$ cat config.mk
export PLATFORM = sky130hd
export DESIGN_NAME = gaussian_stream_filter
export DESIGN_NICKNAME = d
export VERILOG_FILES = /design/src/rtl/gaussian_stream_filter.sv
export SDC_FILE = /design/constraint.sdc
export NUM_CORES = 1
export LEC_CHECK = 0
export BUFFER_PORTS_ARGS = -buffer_cell sky130_fd_sc_hd__buf_2
export CORE_UTILIZATION = 40
export CTS_BUF_LIST = sky130_fd_sc_hd__clkbuf_8
export DETAILED_ROUTE_END_ITERATION = 12
export HOLD_SLACK_MARGIN = 0.08
export SLEW_MARGIN = 20
export SYNTH_ARGS = -nofsm -noshare
export SYNTH_HDL_FRONTEND = slang
export SYNTH_SLANG_ARGS = --single-unit
$ cat constraint.sdc
create_clock -name clk -period 3.95 [get_ports clk]
set_input_delay 0.5925 -clock clk [delete_from_list [all_inputs] [get_ports clk]]
set_output_delay 0.5925 -clock clk [all_outputs]
set_load 0.01 [all_outputs]
$ cat src/rtl/gaussian_stream_filter.sv
// Streaming 3x3 Gaussian blur with two line buffers and a two-stage valid/ready pipeline.
// Define GAUSS_ROUND_EN for round-half-up output; the default build truncates.
module gaussian_stream_filter #(
   parameter int DATA_W = 8,
   parameter int IMG_W  = 64,
   parameter int IMG_H  = 64
) (
   input  logic              clk,
   input  logic              rst,
   input  logic              in_valid,
   output logic              in_ready,
   input  logic [DATA_W-1:0] in_data,
   output logic              out_valid,
   input  logic              out_ready,
   output logic [DATA_W-1:0] out_data,
   output logic              out_last,
   output logic              done
);

   localparam int CW = $clog2(IMG_W);
   localparam int RW = $clog2(IMG_H);
   localparam int SW = DATA_W + 4;
   localparam logic [CW-1:0] COL_LAST = CW'(IMG_W - 1);
   localparam logic [RW-1:0] ROW_LAST = RW'(IMG_H - 1);

   logic [CW-1:0]     col;
   logic [RW-1:0]     row;
   logic [DATA_W-1:0] lb0 [IMG_W];
   logic [DATA_W-1:0] lb1 [IMG_W];
   logic [DATA_W-1:0] win [3][3];
   logic              s1_valid;
   logic              s1_last;
   logic              adv;
   logic              accept;
   logic              complete;
   logic              frame_end;
   logic [SW-1:0]     sum;
   logic [DATA_W-1:0] pix;

   assign adv       = !out_valid || out_ready;
   assign in_ready  = adv;
   assign accept    = in_valid && adv;
   assign complete  = (row >= RW'(2)) && (col >= CW'(2));
   assign frame_end = (row == ROW_LAST) && (col == COL_LAST);

   // Row 0 of the window is the oldest line (r-2); column 2 is the newest pixel.
   assign sum = SW'(win[0][0]) + SW'(win[0][2]) + SW'(win[2][0]) + SW'(win[2][2])
              + (SW'(win[0][1]) << 1) + (SW'(win[1][0]) << 1)
              + (SW'(win[1][2]) << 1) + (SW'(win[2][1]) << 1)
              + (SW'(win[1][1]) << 2);

`ifdef GAUSS_ROUND_EN
   assign pix = DATA_W'((sum + SW'(8)) >> 4);
`else
   assign pix = DATA_W'(sum >> 4);
`endif

   always_ff @(posedge clk) begin
      if (rst) begin
         col       <= '0;
         row       <= '0;
         s1_valid  <= 1'b0;
         s1_last   <= 1'b0;
         out_valid <= 1'b0;
         out_last  <= 1'b0;
         out_data  <= '0;
         done      <= 1'b0;
      end else begin
         done <= out_valid && out_ready && out_last;
         if (adv) begin
            s1_valid  <= accept && complete;
            s1_last   <= frame_end;
            out_valid <= s1_valid;
            out_last  <= s1_valid && s1_last;
            out_data  <= pix;
         end
         if (accept) begin
            if (col == COL_LAST) begin
               col <= '0;
               row <= (row == ROW_LAST) ? '0 : row + RW'(1);
            end else begin
               col <= col + CW'(1);
            end
         end
      end
   end

   // Line buffers and window carry no reset; completeness gating hides stale contents.
   always_ff @(posedge clk) begin
      if (accept) begin
         lb1[col] <= lb0[col];
         lb0[col] <= in_data;
         for (int i = 0; i < 3; i++) begin
            win[i][0] <= win[i][1];
            win[i][1] <= win[i][2];
         end
         win[0][2] <= lb1[col];
         win[1][2] <= lb0[col];
         win[2][2] <= in_data;
      end
   end

endmodule
==> results of run 1 <==
## how the worst min path moves through the flow
stage               slack [ns]       start  cells past startpoint          to
finish                    0.21    in_valid                      4    register
global route              0.18    in_valid                      4    register
CTS                       0.11    in_valid                      4    register
detailed placement        0.43  win[0][10]                      0  win[0][18]
global placement          0.43   win[0][8]                      0  win[0][16]
floorplan                 0.43   win[0][2]                      0  win[0][10]
## layout by cell type, fill, tap and decap left out, types with 5 or more instances in the layout
master	Yosys	routed
sky130_fd_sc_hd__nor3_1	7	6
sky130_fd_sc_hd__a22oi_1	44	44
sky130_fd_sc_hd__fa_1	52	51
sky130_fd_sc_hd__xor2_1	6	6
sky130_fd_sc_hd__inv_6	0	5
sky130_fd_sc_hd__clkinv_2	0	20
sky130_fd_sc_hd__dfxtp_1	31	27
sky130_fd_sc_hd__edfxtp_1	1096	1096
sky130_fd_sc_hd__nand3b_1	6	6
sky130_fd_sc_hd__ha_1	17	15
sky130_fd_sc_hd__o22a_1	6	6
sky130_fd_sc_hd__clkbuf_8	0	177
sky130_fd_sc_hd__o221ai_1	10	10
sky130_fd_sc_hd__clkinv_1	0	42
sky130_fd_sc_hd__buf_12	1	18
sky130_fd_sc_hd__nand2_1	40	39
sky130_fd_sc_hd__or3_1	10	9
sky130_fd_sc_hd__buf_4	12	138
sky130_fd_sc_hd__a211oi_1	7	7
sky130_fd_sc_hd__mux4_2	274	274
sky130_fd_sc_hd__nand2b_1	12	12
sky130_fd_sc_hd__a21oi_1	21	18
sky130_fd_sc_hd__a221oi_1	13	11
sky130_fd_sc_hd__buf_2	18	22
sky130_fd_sc_hd__nor2b_1	13	10
sky130_fd_sc_hd__o21ai_1	27	23
sky130_fd_sc_hd__mux2i_1	6	6
sky130_fd_sc_hd__inv_2	2	5
sky130_fd_sc_hd__nor2_1	100	97
sky130_fd_sc_hd__inv_1	84	140
sky130_fd_sc_hd__o22ai_1	8	8
sky130_fd_sc_hd__nand3_1	9	9
## cells by family (layout without fill, tap and decap cells)
kind of cell,Yosys count,count (layout),synth area share (%)
buffers and inverters,184,581,1.98
DFF,1127,1127,75.9
xor gates and xnor gates,6,6,0.119
other,0,3,0
and+or+nand+nor,228,228,2.50
adders and majority gates,69,69,2.84
muxes,280,280,14.1
AOI/OAI and AO/OA,163,163,2.56
## power by group through the flow
stage / logic [uW] / registers [uW] / clock network (uW)
floorplan: 2280 / 13800 / 0
global placement: 3400 / 13800 / 0
detailed placement: 3500 / 13800 / 0
CTS: 3670 / 13500 / 8950
global route: 4410 / 13500 / 9450
finish: 3980 / 13500 / 8710
## stage by stage
step           cells  setup TNS [ns]  utilization (%)
2_1_floorplan   2057         -0.0446                -
3_3_place_gp    3611          -0.605             43.1
3_5_place_dp    3611          -0.631             43.1
4_1_cts         3930          -0.253             46.0
5_1_grt         3932           -1.34             46.1
6_report        3933          -0.413             46.1
## cell type report
cell class | count | share of cell area (%)
antenna | 3 | 0.0149
clock buffer | 177 | 4.85
clock inverter | 136 | 1.26
inverter | 86 | 0.645
multi-input combinational | 746 | 19.7
sequential | 1127 | 66.7
tap | 1476 | 3.67
timing repair buffer | 182 | 3.08
## metal layers
layer | track usage, % | up-vias | part of all wire (%)
met3 | 3.96 | 138 | 7.4
met5 | 0 | - | 0.013
met4 | 5.54 | 2 | 2.1
li1 | - | 9009 | -
met2 | 29.6 | 859 | 48
met1 | 25.9 | 11500 | 42
## worst max-delay path, stage by stage, from the launching register on
cell	delay, ns
sky130_fd_sc_hd__edfxtp_1	0.37
sky130_fd_sc_hd__inv_2	0.05
sky130_fd_sc_hd__fa_1	0.55
sky130_fd_sc_hd__inv_2	0.04
sky130_fd_sc_hd__fa_1	0.51
sky130_fd_sc_hd__fa_1	0.44
sky130_fd_sc_hd__fa_1	0.49
sky130_fd_sc_hd__inv_1	0.05
sky130_fd_sc_hd__or3_4	0.36
sky130_fd_sc_hd__fa_2	0.36
sky130_fd_sc_hd__nor2b_2	0.13
sky130_fd_sc_hd__o21a_1	0.13
sky130_fd_sc_hd__o31a_1	0.16
sky130_fd_sc_hd__nor3_1	0.05
sky130_fd_sc_hd__o41ai_1	0.32
## registers in the layout, summed over array words and instances (netlist names), 6 cells and up, named ones only
name and count:
lb0 512, lb1 512, win 72, out_data 8, col 6, row 6
## timing repair
action | CTS | global route
pin swaps | 7 | 5
setup endpoints to repair | 5 | 33
endpoints found under the hold margin | 5 | 0
setup buffers | 4 | 1
hold buffers | 2 | 0
gates resized for setup | 5 | 14
==> impl_results.html, run 1 <==
<table>
<tr><th>Metric</th><th>Value</th></tr>
<tr><th colspan="2">Status</th></tr>
<tr><td>Run status</td><td>finished with violations</td></tr>
<tr><td>Violations in the final reports</td><td>negative setup slack</td></tr>
<tr><th colspan="2">Final layout</th></tr>
<tr><td>Area growth, synth to finish</td><td>13.8%</td></tr>
<tr><td>Share of cells above drive strength 1</td><td>28.9%</td></tr>
<tr><td>Area taken by flip-flops and latches</td><td>33500 sq um</td></tr>
<tr><td>Fill cell total of the finished layout</td><td>9079</td></tr>
<tr><td>Footprint of the multi-input gates</td><td>9930 sq um</td></tr>
<tr><td>Net count, final</td><td>2400</td></tr>
<tr><td>Area of all placed cells without fillers</td><td>50300 sq um</td></tr>
<tr><th colspan="2">Global route</th></tr>
<tr><td>Pin count of the biggest net entering global routing</td><td>75</td></tr>
<tr><td>Antenna violations before repair</td><td>5</td></tr>
<tr><td>Overall Global Routing Usage</td><td>18.6%</td></tr>
<tr><td>Via count of the first global-routing pass</td><td>22.4k</td></tr>
<tr><td>Wire length of the first global-routing pass</td><td>151 mm</td></tr>
<tr><td>Total grt overflow</td><td>0</td></tr>
<tr><th colspan="2">Drt</th></tr>
<tr><td>Mean routed wirelength per cell</td><td>26.1 um</td></tr>
<tr><td>Remaining design rule violation count</td><td>0</td></tr>
<tr><td>Total number of vias</td><td>21.5k</td></tr>
<tr><td>Drt pass-1 iters</td><td>7</td></tr>
<tr><td>Via density</td><td>5.47</td></tr>
<tr><td>Drt initial violations</td><td>2282</td></tr>
<tr><td>Final wirelength</td><td>103 mm</td></tr>
<tr><td>Routed Antenna Nets</td><td>0</td></tr>
<tr><th colspan="2">Floorplanning</th></tr>
<tr><td>Die width</td><td>334 um</td></tr>
<tr><td>I/O pins</td><td>24</td></tr>
<tr><td>Die Area</td><td>112000 sq um</td></tr>
<tr><td>Starting density of the core</td><td>40.5%</td></tr>
<tr><td>Overall die height</td><td>334 um</td></tr>
<tr><td>Core ar.</td><td>109000 sq um</td></tr>
<tr><td>FP Rows</td><td>121</td></tr>
<tr><th colspan="2">Synthesis</th></tr>
<tr><td>Syn. warnings</td><td>0</td></tr>
<tr><td>Total standard cell area after synthesis</td><td>44200 sq um</td></tr>
<tr><td>Top post-synthesis cells by count</td><td>1096 x sky130_fd_sc_hd__edfxtp_1, 274 x sky130_fd_sc_hd__mux4_2, 100 x sky130_fd_sc_hd__nor2_1, 84 x sky130_fd_sc_hd__inv_1, 52 x sky130_fd_sc_hd__fa_1</td></tr>
<tr><td>Fraction of the yosys area taken by sequential cells</td><td>75.9%</td></tr>
<tr><td>Most common cell in the netlist</td><td>sky130_fd_sc_hd__edfxtp_1</td></tr>
<tr><td>Async S/R FF share, synth</td><td>0%</td></tr>
<tr><td>Main flop type after synthesis</td><td>sky130_fd_sc_hd__edfxtp_1</td></tr>
<tr><td>Average footprint of a synthesized cell</td><td>21.5 sq um</td></tr>
<tr><td>Syn nets</td><td>2138</td></tr>
<tr><td>#FFs+latches synth</td><td>1127</td></tr>
<tr><td>Cell type with the highest aggregate area in the netlist</td><td>sky130_fd_sc_hd__edfxtp_1</td></tr>
<tr><td>Mapped Cells</td><td>2057</td></tr>
<tr><td>Cells taking the most area after synthesis</td><td>sky130_fd_sc_hd__edfxtp_1 74%, sky130_fd_sc_hd__mux4_2 14%, sky130_fd_sc_hd__fa_1 2.4%</td></tr>
<tr><td>Share of Yosys cell area claimed by the top area cell type</td><td>74.5%</td></tr>
<tr><td>Number of library cell types mapped by synthesis</td><td>58</td></tr>
<tr><td>Number of enable flip-flop cells after synthesis</td><td>1096</td></tr>
<tr><th colspan="2">Worst setup path</th></tr>
<tr><td>Reg2reg end</td><td>out_data[5]</td></tr>
<tr><td>Setup Crit Path Kind</td><td>reg2reg</td></tr>
<tr><td>Nature of the critical path startpoint</td><td>register</td></tr>
<tr><td>Cell count of the worst reg-to-reg path</td><td>14</td></tr>
<tr><td>Sort of element at the end of the critical path</td><td>register</td></tr>
<tr><td>Capturing element of the worst setup path</td><td>out_data[5]</td></tr>
<tr><td>Worst Path Max Fanout</td><td>2</td></tr>
<tr><td>Required @ worst endpoint</td><td>4.68 ns</td></tr>
<tr><td>Critical Path Source</td><td>win[0][3]</td></tr>
<tr><td>Worst r2r src</td><td>win[0][3]</td></tr>
<tr><td>Crit path arrival time</td><td>4.86 ns</td></tr>
<tr><td>Register-to-register setup slack</td><td>-0.17 ns</td></tr>
<tr><th colspan="2">Timing</th></tr>
<tr><td>Number of setup violations in the final report</td><td>5</td></tr>
<tr><td>Count of pins over their slew limit</td><td>0</td></tr>
<tr><td>Max-slew headroom at the worst pin</td><td>27.0%</td></tr>
<tr><td>Transition time of the tightest slew-check pin</td><td>1.09 ns</td></tr>
<tr><td>Setup skew after layout</td><td>0.0313 ns</td></tr>
<tr><td>Final period util</td><td>104%</td></tr>
<tr><td>Final setup margin</td><td>-0.171 ns</td></tr>
<tr><td>Unrepaired setup endpoints after global routing</td><td>yes</td></tr>
<tr><td>Worst hold slack</td><td>0.209 ns</td></tr>
<tr><td>Final hold violation count</td><td>0</td></tr>
<tr><td>Highest clock frequency the design can meet</td><td>243 MHz</td></tr>
<tr><td>Fin crit period</td><td>4.12 ns</td></tr>
<tr><th colspan="2">Power</th></tr>
<tr><td>Total power draw</td><td>26200 uW</td></tr>
<tr><td>Sequential Power Share</td><td>51.6%</td></tr>
<tr><td>Switching share of total power</td><td>25.7%</td></tr>
<tr><td>Total power per unit cell area</td><td>521 nW/um^2</td></tr>
<tr><td>Peak supply drop</td><td>437 uV</td></tr>
<tr><td>Leakage power figure</td><td>0.0161 uW</td></tr>
<tr><td>Combinational cell fraction of total power</td><td>15.2%</td></tr>
<tr><td>Internal Dissipation</td><td>19500 uW</td></tr>
<tr><td>Switching component of the power</td><td>6730 uW</td></tr>
<tr><td>Clock network fraction of total power</td><td>33.2%</td></tr>
<tr><th colspan="2">Clock tree</th></tr>
<tr><td>H-tree levels</td><td>4</td></tr>
<tr><td>Number of buffers created by CTS</td><td>176</td></tr>
<tr><td>TritonCTS clock tree</td><td>yes</td></tr>
<tr><td>CTS root buffer</td><td>sky130_fd_sc_hd__clkbuf_8</td></tr>
<tr><td>Clock network latency to the later pin of the worst-skew pair</td><td>0.85 ns</td></tr>
<tr><td>Clk sinks</td><td>1127</td></tr>
<tr><td>Clock transition at the registers of the reported paths</td><td>0.06 ns</td></tr>
<tr><td>Worst-case clock buffer depth</td><td>3</td></tr>
<tr><th colspan="2">Placement</th></tr>
<tr><td>Routability cong.</td><td>0.823</td></tr>
<tr><td>I/O Buffers</td><td>23</td></tr>
<tr><td>Final HPWL DP</td><td>62.4 mm</td></tr>
<tr><td>Area after detailed placement</td><td>47100 sq um</td></tr>
<tr><td>Worst setup timing slack at the placement stage</td><td>-0.237 ns</td></tr>
<tr><th colspan="2">Hold path</th></tr>
<tr><td>Kind of path behind the tightest hold check</td><td>in2reg</td></tr>
<tr><th colspan="2">Run</th></tr>
<tr><td>Max-Cap Viols</td><td>0</td></tr>
</table>
No activity file was read; power rests on OpenSTA's default activity.
==> inputs of run 2 (changes only) <==
--- a/config.mk
+++ b/config.mk
@@ -5,7 +5,9 @@
 export SDC_FILE = /design/constraint.sdc
 export NUM_CORES = 1
 export LEC_CHECK = 0
+export ABC_AREA = 1
 export BUFFER_PORTS_ARGS = -buffer_cell sky130_fd_sc_hd__buf_2
+export CORE_MARGIN = 2
 export CORE_UTILIZATION = 40
 export CTS_BUF_LIST = sky130_fd_sc_hd__clkbuf_8
 export DETAILED_ROUTE_END_ITERATION = 12
==> run 2 against run 1 <==
The run now ends clean. Worst setup slack improved by 0.34 ns. Final cell count increased by 46%. Final area rose by 4.1%. Critical path type unchanged.
==> impl_results.html, run 2 <==
<table>
<tr><th>Metric</th><th>Value</th></tr>
<tr><th colspan="2">Final layout</th></tr>
<tr><td>Most common cell after layout, fill and taps aside</td><td>sky130_fd_sc_hd__nand2_1</td></tr>
<tr><td>Area growth, synth to finish</td><td>11.6%</td></tr>
<tr><td>Share of cells above drive strength 1</td><td>10.2%</td></tr>
<tr><td>Number of standard cells in the final layout excluding fillers</td><td>5735</td></tr>
<tr><td>Footprint of the multi-input gates</td><td>11400 sq um</td></tr>
<tr><td>Fill cell total of the finished layout</td><td>10.5k</td></tr>
<tr><td>Area taken by flip-flops and latches</td><td>33500 sq um</td></tr>
<tr><td>Registers with the highest flip-flop counts</td><td>lb0: 512 flops, lb1: 512 flops, win: 72 flops</td></tr>
<tr><td>Net count, final</td><td>4142</td></tr>
<tr><td>Commonest cells after routing, fill and taps aside</td><td>1335 x sky130_fd_sc_hd__nand2_1, 1096 x sky130_fd_sc_hd__edfxtp_1, 881 x sky130_fd_sc_hd__nand3_1</td></tr>
<tr><th colspan="2">Synthesis</th></tr>
<tr><td>Fraction of the yosys area taken by sequential cells</td><td>71.5%</td></tr>
<tr><td>Syn nets</td><td>4002</td></tr>
<tr><td>Total standard cell area after synthesis</td><td>46900 sq um</td></tr>
<tr><td>Average footprint of a synthesized cell</td><td>12.0 sq um</td></tr>
<tr><td>Cells taking the most area after synthesis</td><td>sky130_fd_sc_hd__edfxtp_1 70%, sky130_fd_sc_hd__nand2_1 11%, sky130_fd_sc_hd__nand3_1 9.4%</td></tr>
<tr><td>Async S/R FF share, synth</td><td>0%</td></tr>
<tr><td>#FFs+latches synth</td><td>1127</td></tr>
<tr><td>Mapped Cells</td><td>3921</td></tr>
<tr><td>Main flop type after synthesis</td><td>sky130_fd_sc_hd__edfxtp_1</td></tr>
<tr><td>Top post-synthesis cells by count</td><td>1343 x sky130_fd_sc_hd__nand2_1, 1096 x sky130_fd_sc_hd__edfxtp_1, 882 x sky130_fd_sc_hd__nand3_1, 129 x sky130_fd_sc_hd__inv_1, 110 x sky130_fd_sc_hd__buf_2</td></tr>
<tr><td>Share of Yosys cell area claimed by the top area cell type</td><td>70.2%</td></tr>
<tr><td>Syn. warnings</td><td>0</td></tr>
<tr><td>Number of library cell types mapped by synthesis</td><td>34</td></tr>
<tr><td>Cell type with the highest aggregate area in the netlist</td><td>sky130_fd_sc_hd__edfxtp_1</td></tr>
<tr><td>Most common cell in the netlist</td><td>sky130_fd_sc_hd__nand2_1</td></tr>
<tr><td>Number of enable flip-flop cells after synthesis</td><td>1096</td></tr>
<tr><th colspan="2">Worst setup path</th></tr>
<tr><td>Crit path buffers/inverters</td><td>4</td></tr>
<tr><td>CP most frequent cell</td><td>sky130_fd_sc_hd__fa_1</td></tr>
<tr><td>Ordered cell list for the critical path</td><td>inv_1 &gt; fa_1 &gt; inv_1 &gt; fa_1 &gt; fa_1 &gt; fa_1 &gt; nand3_2 &gt; fa_2 &gt; o21ai_2 &gt; buf_4 &gt; a21oi_2 &gt; or2_2 &gt; nand3_1 &gt; nand2_1 &gt; inv_1</td></tr>
<tr><td>Setup Crit Path Kind</td><td>reg2reg</td></tr>
<tr><td>Nature of the critical path startpoint</td><td>register</td></tr>
<tr><td>Worst path top cell family by delay</td><td>adder cells</td></tr>
<tr><td>Required @ worst endpoint</td><td>4.74 ns</td></tr>
<tr><td>Critical Path Source</td><td>win[0][3]</td></tr>
<tr><td>Sort of element at the end of the critical path</td><td>register</td></tr>
<tr><td>Worst r2r src</td><td>win[0][3]</td></tr>
<tr><td>Crit path arrival time</td><td>4.57 ns</td></tr>
<tr><td>Largest incremental delay on the critical path</td><td>0.55 ns</td></tr>
<tr><td>Highest-delay cell along the critical path</td><td>sky130_fd_sc_hd__fa_1</td></tr>
<tr><td>Worst Path Max Fanout</td><td>3</td></tr>
<tr><th colspan="2">Floorplanning</th></tr>
<tr><td>Die width</td><td>346 um</td></tr>
<tr><td>FP Rows</td><td>125</td></tr>
<tr><td>Overall die height</td><td>346 um</td></tr>
<tr><td>I/O pins</td><td>24</td></tr>
<tr><td>Starting density of the core</td><td>40.3%</td></tr>
<tr><td>Die Area</td><td>120000 sq um</td></tr>
<tr><td>Core ar.</td><td>116000 sq um</td></tr>
<tr><th colspan="2">Clock tree</th></tr>
<tr><td>H-tree levels</td><td>4</td></tr>
<tr><td>Worst-case clock buffer depth</td><td>3</td></tr>
<tr><td>CTS root buffer</td><td>sky130_fd_sc_hd__clkbuf_8</td></tr>
<tr><td>Clk sinks</td><td>1127</td></tr>
<tr><td>Number of buffers created by CTS</td><td>179</td></tr>
<tr><td>TritonCTS clock tree</td><td>yes</td></tr>
<tr><td>Clock network latency to the later pin of the worst-skew pair</td><td>0.86 ns</td></tr>
<tr><td>Clock transition at the registers of the reported paths</td><td>0.06 ns</td></tr>
<tr><th colspan="2">Drt</th></tr>
<tr><td>Drt initial violations</td><td>3074</td></tr>
<tr><td>Via density</td><td>5.22</td></tr>
<tr><td>Final wirelength</td><td>120 mm</td></tr>
<tr><td>Mean routed wirelength per cell</td><td>21.0 um</td></tr>
<tr><td>Routed Antenna Nets</td><td>0</td></tr>
<tr><td>Drt pass-1 iters</td><td>8</td></tr>
<tr><td>Total number of vias</td><td>29.9k</td></tr>
<tr><td>Remaining design rule violation count</td><td>0</td></tr>
<tr><th colspan="2">Power</th></tr>
<tr><td>Peak supply drop</td><td>499 uV</td></tr>
<tr><td>Total power per unit cell area</td><td>519 nW/um^2</td></tr>
<tr><td>Leakage power figure</td><td>0.0194 uW</td></tr>
<tr><th colspan="2">Global route</th></tr>
<tr><td>Pin count of the biggest net entering global routing</td><td>109</td></tr>
<tr><td>Wire length of the first global-routing pass</td><td>180 mm</td></tr>
<tr><td>Total grt overflow</td><td>0</td></tr>
<tr><td>Via count of the first global-routing pass</td><td>28.8k</td></tr>
<tr><td>Overall Global Routing Usage</td><td>19.9%</td></tr>
<tr><td>Antenna violations before repair</td><td>2</td></tr>
<tr><th colspan="2">Placement</th></tr>
<tr><td>Routability cong.</td><td>0.849</td></tr>
<tr><td>Final HPWL DP</td><td>67.5 mm</td></tr>
<tr><td>I/O Buffers</td><td>23</td></tr>
<tr><td>Inst Count DP</td><td>5400</td></tr>
<tr><th colspan="2">Hold path</th></tr>
<tr><td>Source of the worst hold timing path</td><td>in_valid</td></tr>
<tr><td>Kind of path behind the tightest hold check</td><td>in2reg</td></tr>
<tr><th colspan="2">Timing</th></tr>
<tr><td>Count of pins over their slew limit</td><td>0</td></tr>
<tr><td>Highest clock frequency the design can meet</td><td>264 MHz</td></tr>
<tr><td>Setup skew after layout</td><td>0.0463 ns</td></tr>
<tr><td>Final hold violation count</td><td>0</td></tr>
<tr><td>Max-slew headroom at the worst pin</td><td>34.8%</td></tr>
<tr><td>Worst hold slack</td><td>0.175 ns</td></tr>
<tr><td>Number of setup violations in the final report</td><td>0</td></tr>
<tr><td>Fin crit period</td><td>3.78 ns</td></tr>
<tr><td>Transition time of the tightest slew-check pin</td><td>0.978 ns</td></tr>
<tr><td>Final period util</td><td>95.8%</td></tr>
<tr><th colspan="2">Status</th></tr>
<tr><td>Run status</td><td>completed</td></tr>
<tr><th colspan="2">Run</th></tr>
<tr><td>Max-Cap Viols</td><td>0</td></tr>
</table>
run 2: cell types whose count changed in the layout (fill, tap and decap cells not counted), sizes merged, moves of 21 or more:
cell   before   now
nand3      10   882
nand2      40  1346
nor2      100    79
mux4      274     0
inv       153   208
a22oi      44     0
run 2: cell families after synthesis:
family | Yosys count | share of synthesized area (%)
AOI/OAI and AO/OA | 40 | 0.470
xor gates and xnor gates | 3 | 0.0561
adders and majority gates | 69 | 2.67
buffers and inverters | 359 | 4.22
DFF | 1127 | 71.5
and+or+nand+nor | 2323 | 21.1
run 2: worst min-delay path, stage by stage:
cell and delay [ns]:
sky130_fd_sc_hd__buf_2 0.10, sky130_fd_sc_hd__nand2_4 0.11, sky130_fd_sc_hd__nand2_1 0.08, sky130_fd_sc_hd__a21oi_1 0.07
run 2: where the power goes:
group | internal, uW | switching, uW | total [uW] | leakage, uW
clock | 4590 | 4580 | 9170 | 0.00192
combinational | 1610 | 2800 | 4410 | 0.00731
sequential | 13500 | 72.1 | 13600 | 0.0102
run 2: timing repair:
action / 4_1_cts / 5_1_grt
hold buffers: 3 / 0
endpoints found under the setup margin: 1 / 4
endpoints found under the hold margin: 3 / 0
pin swaps: 1 / 11
gates resized for setup: 0 / 9
cloned: 0 / 0
buffers inserted: 0 / 1
run 2: final timing paths:
kind,end,slack (ns),cells past startpoint
hold reg to reg,win[0][39],0.44,0
setup / recovery,out_data[5],0.17,15
hold / removal,register,0.18,4
setup reg to reg,out_data[5],0.17,15
run 2: layout make-up:
type	instances	share of cell area [%]
antenna	1	0.00478
clock inverter	144	1.38
timing repair buffer	184	3.06
inverter	134	1.01
sequential	1127	64.1
tap	1524	3.65
multi-input combinational	2435	21.9
clock buffer	186	4.89
run 2: stage by stage:
stage	TNS, ns	utilization, %	area [sq um]	worst slack [ns]	power, uW
after global placement	0	42.1	48900	0.0506	18000
final	0	45.0	52300	0.167	27100
after global routing	-0.000832	45.0	52300	-0.000832	28500
after floorplan	0	-	46900	0.107	16700
after CTS	0	45.0	52300	0.0101	27100
after detailed placement	-0.00557	42.1	48900	-0.00557	18000
run 2: routing by layer:
layer / track usage [%] / part of all wire, %
met4: 6.41 / 2.6
met3: 4.16 / 8.0
met1: 27.9 / 43
met2: 31.0 / 46
met5: 0 / 0
